--- src/rtl/ninjakun_ctrl_pkg.sv ---
// Shared definitions for the control-panel conditioner.
// Latency: n/a (constants, types and pure functions only).
// Backpressure: n/a.
//
// Holds the panel bit map, the coin FSM state type, counter-width helpers
// and the opposing-direction (SOCD) filter used per player.
package ninjakun_ctrl_pkg;

    // Panel bit map, shared by the raw inputs and the negative-logic outputs.
    localparam int BIT_LEFT  = 0;
    localparam int BIT_RIGHT = 1;
    localparam int BIT_UP    = 2;
    localparam int BIT_DOWN  = 3;
    localparam int BIT_BTN1  = 4;
    localparam int BIT_BTN2  = 5;
    localparam int BIT_START = 6;
    localparam int BIT_COIN  = 7;

    typedef enum logic [1:0] {
        IDLE  = 2'd0,
        PULSE = 2'd1,
        HOLD  = 2'd2
    } coin_state_t;

    // Bits needed to hold values 0..max_val (never less than 1).
    function automatic int cnt_width(input int max_val);
        int w;
        w = 1;
        for (int i = 1; i < 31; i++) begin
            if ((1 << i) <= max_val) begin
                w = i + 1;
            end
        end
        return w;
    endfunction

    // Debounce counter only ever holds 0..DEBOUNCE-1.
    function automatic int dbc_cnt_w(input int debounce);
        return cnt_width(debounce - 1);
    endfunction

    // Frame counter holds 0..COIN_FRAMES.
    function automatic int frm_cnt_w(input int coin_frames);
        return cnt_width(coin_frames);
    endfunction

    // Opposing directions pressed together collapse to neither pressed.
    function automatic logic [3:0] socd_filter(input logic [3:0] dir, input logic en);
        logic [3:0] f;
        f = dir;
        if (en && dir[BIT_LEFT] && dir[BIT_RIGHT]) begin
            f[BIT_LEFT]  = 1'b0;
            f[BIT_RIGHT] = 1'b0;
        end
        if (en && dir[BIT_UP] && dir[BIT_DOWN]) begin
            f[BIT_UP]   = 1'b0;
            f[BIT_DOWN] = 1'b0;
        end
        return f;
    endfunction

endpackage

--- src/rtl/ninjakun_debounce.sv ---
// One-bit synchroniser + debouncer: accepts a level after DEBOUNCE stable cycles.
// Latency: 2 sync cycles + DEBOUNCE counting cycles (accept on the last one).
// Backpressure: none; free-running on INPCL.
//
// Ports: INPCL/RESET clock and async active-high reset; raw asynchronous input;
// acc accepted (debounced) level; rise one-cycle strobe in the cycle the
// accepted level is about to go 0->1 (lets a consumer react on the accept edge).
module ninjakun_debounce
    import ninjakun_ctrl_pkg::*;
#(
    parameter int DEBOUNCE = 16
) (
    input  logic INPCL,
    input  logic RESET,
    input  logic raw,
    output logic acc,
    output logic rise
);

    localparam int             CW       = dbc_cnt_w(DEBOUNCE);
    localparam logic [CW-1:0]  CNT_LAST = CW'(DEBOUNCE - 1);

    logic          sync1_q, sync1_d;
    logic          sync2_q, sync2_d;
    logic          acc_q,   acc_d;
    logic [CW-1:0] cnt_q,   cnt_d;

    always_comb begin
        sync1_d = raw;
        sync2_d = sync1_q;
        acc_d   = acc_q;
        cnt_d   = cnt_q;
        if (sync2_q == acc_q) begin
            cnt_d = '0;
        end else if (cnt_q >= CNT_LAST) begin
            // Still differing on the last counted cycle: accept the new level.
            acc_d = ~acc_q;
            cnt_d = '0;
        end else begin
            cnt_d = cnt_q + 1'b1;
        end
    end

    always_ff @(posedge INPCL or posedge RESET) begin
        if (RESET) begin
            sync1_q <= 1'b0;
            sync2_q <= 1'b0;
            acc_q   <= 1'b0;
            cnt_q   <= '0;
        end else begin
            sync1_q <= sync1_d;
            sync2_q <= sync2_d;
            acc_q   <= acc_d;
            cnt_q   <= cnt_d;
        end
    end

    assign acc  = acc_q;
    assign rise = acc_d & ~acc_q;

endmodule

--- src/rtl/ninjakun_ctrl_cond.sv ---
// Control-panel conditioner: sync/debounce raw controls, SOCD filter, coin pulses.
// Latency: DEBOUNCE+3 INPCL cycles raw-to-CTRn; coin pulse ends 1 cycle after the last tick.
// Backpressure: none; outputs are registered levels.
//
// Ports: INPCL clock, RESET async active-high, VBLK asynchronous vertical blank,
// P1I/P2I raw active-high controls, CTR1/CTR2 negative-logic panel bytes.
module ninjakun_ctrl_cond
    import ninjakun_ctrl_pkg::*;
#(
    parameter int DEBOUNCE     = 16,
    parameter int COIN_FRAMES  = 3,
    parameter int SOCD_NEUTRAL = 1
) (
    input  logic       INPCL,
    input  logic       RESET,
    input  logic       VBLK,
    input  logic [7:0] P1I,
    input  logic [7:0] P2I,
    output logic [7:0] CTR1,
    output logic [7:0] CTR2
);

    localparam int            FW          = frm_cnt_w(COIN_FRAMES);
    localparam logic [FW-1:0] FRAMES_INIT = FW'(COIN_FRAMES);
    localparam logic          SOCD_EN     = (SOCD_NEUTRAL != 0);

    logic [1:0][7:0] raw;
    logic [1:0][7:0] p_acc;
    logic [1:0][7:0] p_rise;
    logic            unused_rise;

    assign raw[0] = P1I;
    assign raw[1] = P2I;

    for (genvar p = 0; p < 2; p++) begin : g_player
        for (genvar i = 0; i < 8; i++) begin : g_bit
            ninjakun_debounce #(
                .DEBOUNCE (DEBOUNCE)
            ) u_dbc (
                .INPCL (INPCL),
                .RESET (RESET),
                .raw   (raw[p][i]),
                .acc   (p_acc[p][i]),
                .rise  (p_rise[p][i])
            );
        end
    end

    // Only the coin accept strobe drives anything; the rest are levels.
    assign unused_rise = ^{p_rise[1][6:0], p_rise[0][6:0]};

    logic               vs1_q, vs1_d;
    logic               vs2_q, vs2_d;
    logic               vprev_q, vprev_d;
    logic               tick;
    coin_state_t        state_q [2];
    coin_state_t        state_d [2];
    logic [1:0][FW-1:0] frm_q, frm_d;
    logic [1:0][7:0]    ctr_q, ctr_d;

    always_comb begin
        vs1_d   = VBLK;
        vs2_d   = vs1_q;
        vprev_d = vs2_q;
        tick    = vs2_q & ~vprev_q;

        for (int p = 0; p < 2; p++) begin
            state_d[p] = state_q[p];
            frm_d[p]   = frm_q[p];
            case (state_q[p])
                IDLE: begin
                    // Load wins over a coincident tick: that tick is ignored.
                    if (p_rise[p][BIT_COIN]) begin
                        state_d[p] = PULSE;
                        frm_d[p]   = FRAMES_INIT;
                    end
                end
                PULSE: begin
                    if (tick) begin
                        if (frm_q[p] <= FW'(1)) begin
                            frm_d[p]   = '0;
                            state_d[p] = HOLD;
                        end else begin
                            frm_d[p] = frm_q[p] - 1'b1;
                        end
                    end
                end
                HOLD: begin
                    // A release-then-accept in back-to-back cycles (DEBOUNCE=1)
                    // would otherwise slip past IDLE, so start the pulse here.
                    if (p_rise[p][BIT_COIN]) begin
                        state_d[p] = PULSE;
                        frm_d[p]   = FRAMES_INIT;
                    end else if (!p_acc[p][BIT_COIN]) begin
                        state_d[p] = IDLE;
                    end
                end
                default: begin
                    state_d[p] = IDLE;
                    frm_d[p]   = '0;
                end
            endcase

            ctr_d[p] = ~{state_q[p] == PULSE,
                         p_acc[p][BIT_START:BIT_BTN1],
                         socd_filter(p_acc[p][BIT_DOWN:BIT_LEFT], SOCD_EN)};
        end
    end

    always_ff @(posedge INPCL or posedge RESET) begin
        if (RESET) begin
            vs1_q   <= 1'b0;
            vs2_q   <= 1'b0;
            vprev_q <= 1'b0;
            for (int p = 0; p < 2; p++) begin
                state_q[p] <= IDLE;
                frm_q[p]   <= '0;
                ctr_q[p]   <= 8'hFF;
            end
        end else begin
            vs1_q   <= vs1_d;
            vs2_q   <= vs2_d;
            vprev_q <= vprev_d;
            for (int p = 0; p < 2; p++) begin
                state_q[p] <= state_d[p];
                frm_q[p]   <= frm_d[p];
                ctr_q[p]   <= ctr_d[p];
            end
        end
    end

    assign CTR1 = ctr_q[0];
    assign CTR2 = ctr_q[1];

endmodule
--- config.mk ---
export PLATFORM = sky130hd
export DESIGN_NAME = ninjakun_ctrl_cond
export DESIGN_NICKNAME = d
export VERILOG_FILES = /design/src/rtl/ninjakun_ctrl_pkg.sv /design/src/rtl/ninjakun_debounce.sv /design/src/rtl/ninjakun_ctrl_cond.sv
export SDC_FILE = /design/constraint.sdc
export NUM_CORES = 1
export LEC_CHECK = 0
export ABC_AREA = 1
export ABC_CLOCK_PERIOD_IN_PS = 5350
export BUFFER_PORTS_ARGS = -buffer_cell sky130_fd_sc_hd__buf_2
export CAP_MARGIN = 0
export CORE_UTILIZATION = 59
export CTS_CLUSTER_DIAMETER = 80
export DETAILED_ROUTE_END_ITERATION = 10
export HOLD_SLACK_MARGIN = 0.06
export PLACE_DENSITY = 0.78
export SLEW_MARGIN = 20
export SYNTH_ARGS = -nofsm -noshare
export SYNTH_HDL_FRONTEND = slang
export SYNTH_SLANG_ARGS = --single-unit
--- constraint.sdc ---
create_clock -name INPCL -period 5.35 [get_ports INPCL]
set_clock_uncertainty 0.05 [all_clocks]
set_input_delay 0.2675 -clock INPCL [delete_from_list [all_inputs] [get_ports INPCL]]
set_output_delay 0.2675 -clock INPCL [all_outputs]
set_load 0.005 [all_outputs]
==> After elaboration in Yosys (flattened, before gate mapping) <==
Cells that the tools add are included.
{ "totals": {"out_inout_bits": 16, "in_bits": 19, "word_cells": 261, "register_bits": 139} }
{ "classes": {"n_reduce_logical": 26, "n_lt_le_gt_ge": 18, "n_addsub": 18, "n_eq_ne": 30, "bitwise": 36, "n_mux": 60} }
{ "op_table": {"columns": ["op", "n"], "rows": [
  ["2-to-1 mux 4 bit", 32],
  ["adder 4 x 1 -> 4 bit, second input constant", 16],
  ["greater-or-equal comparator 4 bit, second input constant", 16],
  ["2-to-1 mux 2 bit", 20],
  ["AND reduction 2 bit", 16],
  ["inverter 1 bit", 31],
  ["equality test 1 bit", 16],
  ["inverter 8 bit", 2],
  ["case mux 2 bit (3 select lines)", 2],
  ["!= test 2 x 1 -> 1 bit, second input constant", 4],
  ["!= test 2 bit, second input constant", 4],
  ["case mux 2 bit (2 select lines)", 2],
  ["AND reduction 4 bit", 2],
  ["!= test 3 x 2 -> 1 bit, second input constant", 2],
  ["equality test 2 x 1 -> 1 bit, second input constant", 2],
  ["equality test 2 bit, second input constant", 2],
  ["less-or-equal comparator 2 x 1 -> 1 bit, second input constant", 2],
  ["logical AND 1 bit", 4],
  ["logical NOT 2 bit", 2],
  ["2-to-1 mux 1 bit", 4],
  ["OR reduction 2 bit", 2],
  ["subtractor 2 x 1 -> 2 bit, second input constant", 2],
  ["bitwise AND 1 bit", 3]
]} }

==> Longest topological paths before layout <==
Gate-level depths: netlist of the first run.
{ "depth": {"word_depth": 6, "ltp_mapped": 7, "depth_no_buf": 7} }

==> Modules after synthesis <==
From an unflattened synthesis of the first run, not the netlist that was laid out.
{ "unflattened": {"hier_cells": 637, "area_unflattened_um2": 5745.5} }
{ "modules_own_cells": {"columns": ["mod", "cells_per_inst", "area_per_inst_um2", "n_inst", "seq_area_each_um2"], "rows": [
  ["ninjakun_debounce", 33, 292.8, 16, 175.2],
  ["ninjakun_ctrl_cond", 109, 1061.0, 1, 695.7]
]} }

==> Worst setup path before layout of the first run <==
OpenSTA, ideal clock, no wires.
{ "synth_path": {"path_type": "register -> register", "startpoint": "register g_player[1].g_bit[7].u_dbc.cnt_q[0]", "endpoint": "register g_player[1].g_bit[7].u_dbc.cnt_q[2]", "required_ns": 5.186, "setup_time_ns": 0.114, "path_stages_with_launch": 5, "period_less_slack_ns": 1.153, "path_slack_ns": 4.197, "n_path_buf": 0, "arrival_ns": 0.989, "cell_sequence": "dfrtp_1 ha_1 or2_2 nand3_1 inv_1"} }
{ "synth_via": {"elab_chain_len": 3, "elab_cells_between_ends": 4, "cone_classes": "1 x add/sub; 1 x order compare; 2 x mux"} }
{ "synth_lines": {"columns": ["item", "line_no", "source"], "rows": [
  ["start: declaration", "ninjakun_debounce.sv:26", "logic [CW-1:0] cnt_q, cnt_d;"],
  ["start signal: assignment", "ninjakun_debounce.sv:54", "cnt_q <= cnt_d;"],
  ["adder 4 x 1 -> 4 bit or greater-or-equal comparator 4 bit (tied branches)", "ninjakun_debounce.sv:40, ninjakun_debounce.sv:35", null],
  ["2-to-1 mux 4 bit (*)", "ninjakun_debounce.sv:35", "end else if (cnt_q >= CNT_LAST) begin"],
  ["2-to-1 mux 4 bit (*)", "ninjakun_debounce.sv:33", "if (sync2_q == acc_q) begin"],
  ["named net g_player[1].g_bit[7].u_dbc.cnt_d[2]", "ninjakun_debounce.sv:26", null]
]} }
The timed path passes the listed nets; every way through them passes the cells marked *.
A chain may end at the register's enable or synchronous reset.

==> results of run 1 <==
[final timing paths]
check                                                               from                                             to  slack, ns  depth (start not counted)
min                         g_player[1].g_bit[0].u_dbc.sync1_q$_DFF_PP0_   g_player[1].g_bit[0].u_dbc.sync2_q$_DFF_PP0_       0.30                          0
max                                                                RESET  g_player[1].g_bit[4].u_dbc.cnt_q[1]$_DFF_PP0_       3.70                          4
max in group INPCL                                     CTR2[6]$_DFF_PP1_                                        CTR2[6]       3.90                          1
max reg2reg                g_player[1].g_bit[7].u_dbc.cnt_q[0]$_DFF_PP0_                           frm_q[2]$_DFFE_PP0P_       4.13                          6
min in group asynchronous                                          RESET   g_player[1].g_bit[0].u_dbc.sync1_q$_DFF_PP0_       0.42                          3
min reg2reg                 g_player[1].g_bit[0].u_dbc.sync1_q$_DFF_PP0_   g_player[1].g_bit[0].u_dbc.sync2_q$_DFF_PP0_       0.30                          0
[cells by family (layout without fill, tap and decap cells)]
logic type / Yosys count / count (layout) / synth area share
buffers and inverters: 49 / 134 / 0.0355
DFF: 139 / 139 / 0.675
adders and majority gates: 16 / 16 / 0.0386
and+or+nand+nor: 203 / 203 / 0.176
xor gates and xnor gates: 30 / 30 / 0.0507
AOI/OAI and AO/OA: 24 / 24 / 0.0241
[cell type report]
cell class                      instances  share of cell area
Tap cell                              105              0.0210
Clock inverter                         15              0.0244
Inverter                               49              0.0302
Timing Repair Buffer                   53              0.0573
Sequential cell                       139               0.560
Multi-Input combinational cell        273               0.241
Clock buffer                           17              0.0663
[power groups by stage]
stage / sequential (mW) / combinational [mW] / clock [mW]
global placement: 1.14 / 0.0886 / 0
detailed placement: 1.14 / 0.0943 / 0
global route: 1.13 / 0.122 / 1.16
finish: 1.12 / 0.105 / 1.09
CTS: 1.12 / 0.107 / 1.11
floorplan: 1.13 / 0.0703 / 0
[metrics by stage]
stage               area [um2]   util  hold WS, ns
finish                    6250  0.749        0.297
CTS                       6240  0.749        0.299
global route              6250  0.749        0.306
detailed placement        5500  0.659        0.285
global placement          5500  0.659        0.283
floorplan                 5180      -        0.249
[timing repair]
| item | 4_1_cts | 5_1_grt |
|---|---|---|
| endpoints found under the hold margin | 94 | 0 |
| hold buffers | 18 | 0 |
| resized for setup | 0 | 0 |
[registers in the layout, summed over array words and instances (netlist names)]
| name | flops |
|---|---|
| g_player.g_bit.u_dbc.cnt_q | 64 |
| g_player.g_bit.u_dbc.acc | 16 |
| vprev_d | 1 |
| CTR1 | 8 |
| vprev_q | 1 |
| g_player.g_bit.u_dbc.sync2_q | 16 |
| frm_q | 4 |
| vs1_q | 1 |
| g_player.g_bit.u_dbc.sync1_q | 16 |
| state_q | 4 |
| CTR2 | 8 |
[synth_stat cells, types with 2 or more instances]
master / count
dfrtp_1: 123
dfstp_2: 16
xor2_1: 15
xnor2_1: 15
nand3_1: 36
o21ai_0: 6
nor2_2: 2
o21ai_1: 2
or2_2: 2
a21oi_1: 14
nand2b_1: 13
nor3_1: 3
inv_1: 49
nor2_1: 79
ha_1: 16
nor3b_1: 14
nand2_1: 52
[worst max-delay path, cell delays in order]
cell and delay [ns]:
dlygate4sd3_1 0.54, buf_2 0.15, inv_6 0.53, buf_4 0.64
[metal layers]
layer / part of all wire / up-vias / track usage
li1: - / 1601 / -
met1: 0.44 / 1580 / 0.252
met2: 0.52 / 48 / 0.343
met3: 0.025 / 13 / 0.0513
met4: 0.018 / 0 / 0.0945
met5: 0 / - / 0
==> qor.txt, run 1 <==
Critical Path AT: 2.18 ns
Crit path launch type: primary input
Gate Count Post-Synth: 461
Synthesis-to-layout area growth: 20.5%
Synth top area cells: dfrtp_1 59%, dfstp_2 8.1%, nor2_1 5.7%
RSZ-0062 raised after global routing: false
Comb pwr share: 0.045
Total GRT Usage: 0.205
Register area: 3500 um2
Worst-Skew Late Latency: 0.50 ns
CTS Buf Count: 17
CTS Root Cell: clkbuf_8
First drt pass iteration count: 4
Post-synthesis cell area: 5180 um2
Outcome: finished clean
Worst-Margin Slew: 0.757 ns
Clock Sinks: 139
Gp weighted congestion: 0.726
Initial antenna violation count: 0
Distinct cells, synth: 21
Setup TNS: 0 ns
Share of cells above drive strength 1: 0.163
Synthesized Nets: 496
Slew Viols, Final: 0
Multi-input gate area: 1500 um2
Vias after detailed routing: 3,242
Largest net degree at the start of global routing: 91
Total power: 2.32 mW
Clock Path Buffers: 2
Initial Util: 0.622
Area of the die: 9170 um2
Grt ovf: 0
Sequential share of power: 0.484
Register area share after synthesis: 0.675
Final worst slack: 3.70 ns
Pwr dens: 372 nW/um2
Number of buffers added for setup after CTS: 0
Post-synth top area share: 0.594
Number of routed nets with antenna violations: 0
Fmax: 0.607 GHz
Number of global-route vias before repair: 3,240
Layout Cells excl Fill: 651
Io pins: 35
Total placed cells including tap cells: 601
Final setup vio count: 0
Die Wd: 95.7 um
Leak: 2.96 nW
Routed wire per std cell: 12.6 um
HP Class: flip-flop to flip-flop
Setup CP Type: primary input to asynchronous set/reset pin
Internal power: 1.77 mW
EDFF count, synth: 0
Switching pwr: 0.549 mW
CTS clk-pin slew, worst paths: 0.06 ns
CTS tree: done
Most common cell after layout, fill and taps aside: dfrtp_1
Area leader, netlist: dfrtp_1
Nature of the critical path endpoint: asynchronous set/reset pin
Maximum VDD drop: 0.000308 V
Slew headroom: 0.495
Final period utilization: 0.308
Mapped Avg Cell Area: 11.2 um2
Synthesis-stage register bit count: 139
Hold Vio Cnt, Final: 0
Most frequent cells in the layout: 123 x dfrtp_1, 79 x nor2_1, 52 x nand2_1
Number of vias per cell: 4.98
H-tree depth: 4
Asr flop ratio synth: 1.00
Antenna cells: 0
Post-Place Worst Slack: 3.45 ns
Top FF cell, synth: dfrtp_1
Detailed Place HPWL: 4910 um
DRC violations left: 0
Clk network pwr share: 0.471
CP required: 5.89 ns
Drt initial violations: 119
Global-route wire length before repair: 14,000 um
Syn. warnings: 0
Fill cell count: 508
CP max FO: 90
Final worst path period need: 1.65 ns
MaxCap Viol Count: 0
Sw frac: 0.237
Core area: 8340 um2
DRT Wirelength: 8200 um
Nets: 568
Die height: 95.7 um
Row count: 33
I/O Buffers: 34
Note: power is estimated with default switching activity, not from simulation.
==> run 2: changes to the inputs <==
ABC_CLOCK_PERIOD_IN_PS = 1600   (was 5350)
clock period = 1.6 ns   (was 5.35 ns; I/O delays follow)
==> run 2 against run 1 <==
  * Wire length is 2.2% lower
  * Die area stayed put
  * Critical path depth is 2 higher
  * First-iteration DRC count is 32% lower
  * Via count is 0.93% lower
  * Utilization is 0.87 points higher
  * Sequential power grew to 3.4 times the previous value
  * Cell count is 0.31% higher
  * Power grew to 3.5 times the previous value
  * Worst hold slack worse by 0.15 ns
  * Count of clock-buffer cells in the layout is 2 higher
  * Critical path type is now flip-flop to flip-flop
==> qor.txt, run 2 (synthesized netlist as in run 1, its figures left out) <==
Outcome: finished clean
CTS tree: done
Total GRT Usage: 0.210
Hold-critical path endpoint: g_player[0].g_bit[3].u_dbc.sync1_q$_DFF_PP0_
CTS Buf Count: 17
Row count: 33
Io pins: 35
MaxCap Viol Count: 0
Largest net degree at the start of global routing: 69
First drt pass iteration count: 4
Worst-Margin Slew: 0.370 ns
Nature of the critical path endpoint: flip-flop
Critical R2R Capture: g_player[1].g_bit[3].u_dbc.cnt_q[3]$_DFF_PP0_
Die Wd: 95.7 um
Routed wire per std cell: 12.3 um
Share of cells above drive strength 1: 0.164
Final period utilization: 0.821
Number of vias per cell: 4.92
Most common cell after layout, fill and taps aside: dfrtp_1
DRC violations left: 0
DP Area: 5540 um2
Most frequent cells in the layout: 123 x dfrtp_1, 79 x nor2_1, 52 x nand2_1
Hold_sp: P1I[3]
Leak: 2.98 nW
Slew headroom: 0.751
Global-route wire length before repair: 14,100 um
Final setup vio count: 0
Switching pwr: 1.77 mW
Crit path launch type: flip-flop
Setup CP Type: flip-flop to flip-flop
Post-Place Worst Slack: 0.352 ns
RSZ-0062 raised after global routing: false
Vias after detailed routing: 3,212
Top reg by flops: g_player.g_bit.u_dbc.cnt_q
Worst reg2reg setup slack: 0.29 ns
Grt ovf: 0
Die height: 95.7 um
Detailed Place HPWL: 5030 um
Critical Path AT: 1.69 ns
Worst hold path depth: 2
Final worst path period need: 1.31 ns
Nets: 570
I/O Buffers: 34
Crit Reg-Reg Startpoint: g_player[1].g_bit[3].u_dbc.cnt_q[0]$_DFF_PP0_
Pwr dens: 1270 nW/um2
Number of global-route vias before repair: 3,294
CP required: 1.97 ns
Internal power: 6.25 mW
Fill cell count: 547
Clk network pwr share: 0.487
Initial Util: 0.622
Sequential share of power: 0.469
Comb pwr share: 0.045
Maximum VDD drop: 0.000915 V
Sw frac: 0.221
CTS Root Cell: clkbuf_8
Drt initial violations: 81
Core area: 8340 um2
Hold Vio Cnt, Final: 0
Fmax: 0.761 GHz
Initial antenna violation count: 0
Clock Sinks: 139
H-tree depth: 4
HP Class: primary input to flip-flop
Antenna cells: 0
CTS clk-pin slew, worst paths: 0.06 ns
Number of routed nets with antenna violations: 0
DRT Wirelength: 8020 um
Clock Path Buffers: 2
Final worst slack: 0.286 ns
Number of buffers added for setup after CTS: 0
Synthesis-to-layout area growth: 21.9%
Final design area excluding fillers: 6320 um2
Slew Viols, Final: 0
Number of flip-flops under the largest register name: 64
R2R depth: 6
CP max FO: 4
Area of the die: 9170 um2
Gp weighted congestion: 0.709
Worst-Skew Late Latency: 0.52 ns
run 2: cell type report:
cell class              instances  area (um2)  share of cell area
repair buffers                 55         398              0.0630
multi-input cells             273        1500               0.238
clock inverters                13         169              0.0267
flip-flops and latches        139        3500               0.554
clock buffers                  19         432              0.0683
inverters                      49         188              0.0297
well taps                     105         131              0.0208
run 2: what timing repair did:
| item | in CTS | in global routing |
|---|---|---|
| hold endpoints to repair | 156 | 0 |
| resized for setup | 0 | 0 |
| setup endpoints to repair | 0 | 0 |
| hold buffers | 18 | 0 |
run 2: worst max-delay path, cell delays in order, from the launching register on:
cell and delay [ns]:
dfrtp_1 0.40, ha_1 0.21, nand2_1 0.07, inv_1 0.05, nand2_1 0.12, o21ai_0 0.12
nor3_1 0.19
run 2: worst max path at each step:
stage,from,endpoint,slack (ns),cells past startpoint
floorplan,RESET,frm_q[0]$_DFFE_PP0P_,-0.25,1
detailed placement,g_player[1].g_bit[3].u_dbc.cnt_q[0]$_DFF_PP0_,g_player[1].g_bit[3].u_dbc.cnt_q[3]$_DFF_PP0_,0.35,6
finish,g_player[1].g_bit[3].u_dbc.cnt_q[0]$_DFF_PP0_,g_player[1].g_bit[3].u_dbc.cnt_q[3]$_DFF_PP0_,0.29,6
CTS,g_player[1].g_bit[3].u_dbc.cnt_q[0]$_DFF_PP0_,g_player[1].g_bit[3].u_dbc.cnt_q[3]$_DFF_PP0_,0.29,6
global route,g_player[1].g_bit[3].u_dbc.cnt_q[0]$_DFF_PP0_,g_player[1].g_bit[3].u_dbc.cnt_q[3]$_DFF_PP0_,0.17,6
global placement,g_player[1].g_bit[7].u_dbc.cnt_q[0]$_DFF_PP0_,g_player[1].g_bit[7].u_dbc.cnt_q[2]$_DFF_PP0_,0.43,4
run 2: power groups by stage:
stage | clock network, mW | logic, mW | registers, mW
final | 3.90 | 0.360 | 3.76
after global routing | 4.14 | 0.423 | 3.77
after CTS | 3.99 | 0.369 | 3.76
after detailed placement | 0 | 0.331 | 3.82
after global placement | 0 | 0.310 | 3.81
after floorplan | 0 | 0.236 | 3.79
run 2: routing by layer:
layer  vias up  GRT usage  part of all wire
met2        46      0.348              0.51
met5         -          0                 0
met4         0     0.0746             0.013
met3        13     0.0782             0.038
met1      1546      0.254              0.44
li1       1607          -                 -
run 2: through the flow:
stage / std cells / utilization / hold slack (ns) / TNS (ns) / total power [mW]
floorplan: 461 / - / 0.0614 / -31.00 / 4.03
global placement: 603 / 0.664 / 0.139 / 0 / 4.12
detailed placement: 603 / 0.664 / 0.139 / 0 / 4.15
CTS: 653 / 0.758 / 0.117 / 0 / 8.12
global route: 653 / 0.758 / 0.129 / 0 / 8.34
finish: 653 / 0.758 / 0.145 / 0 / 8.02
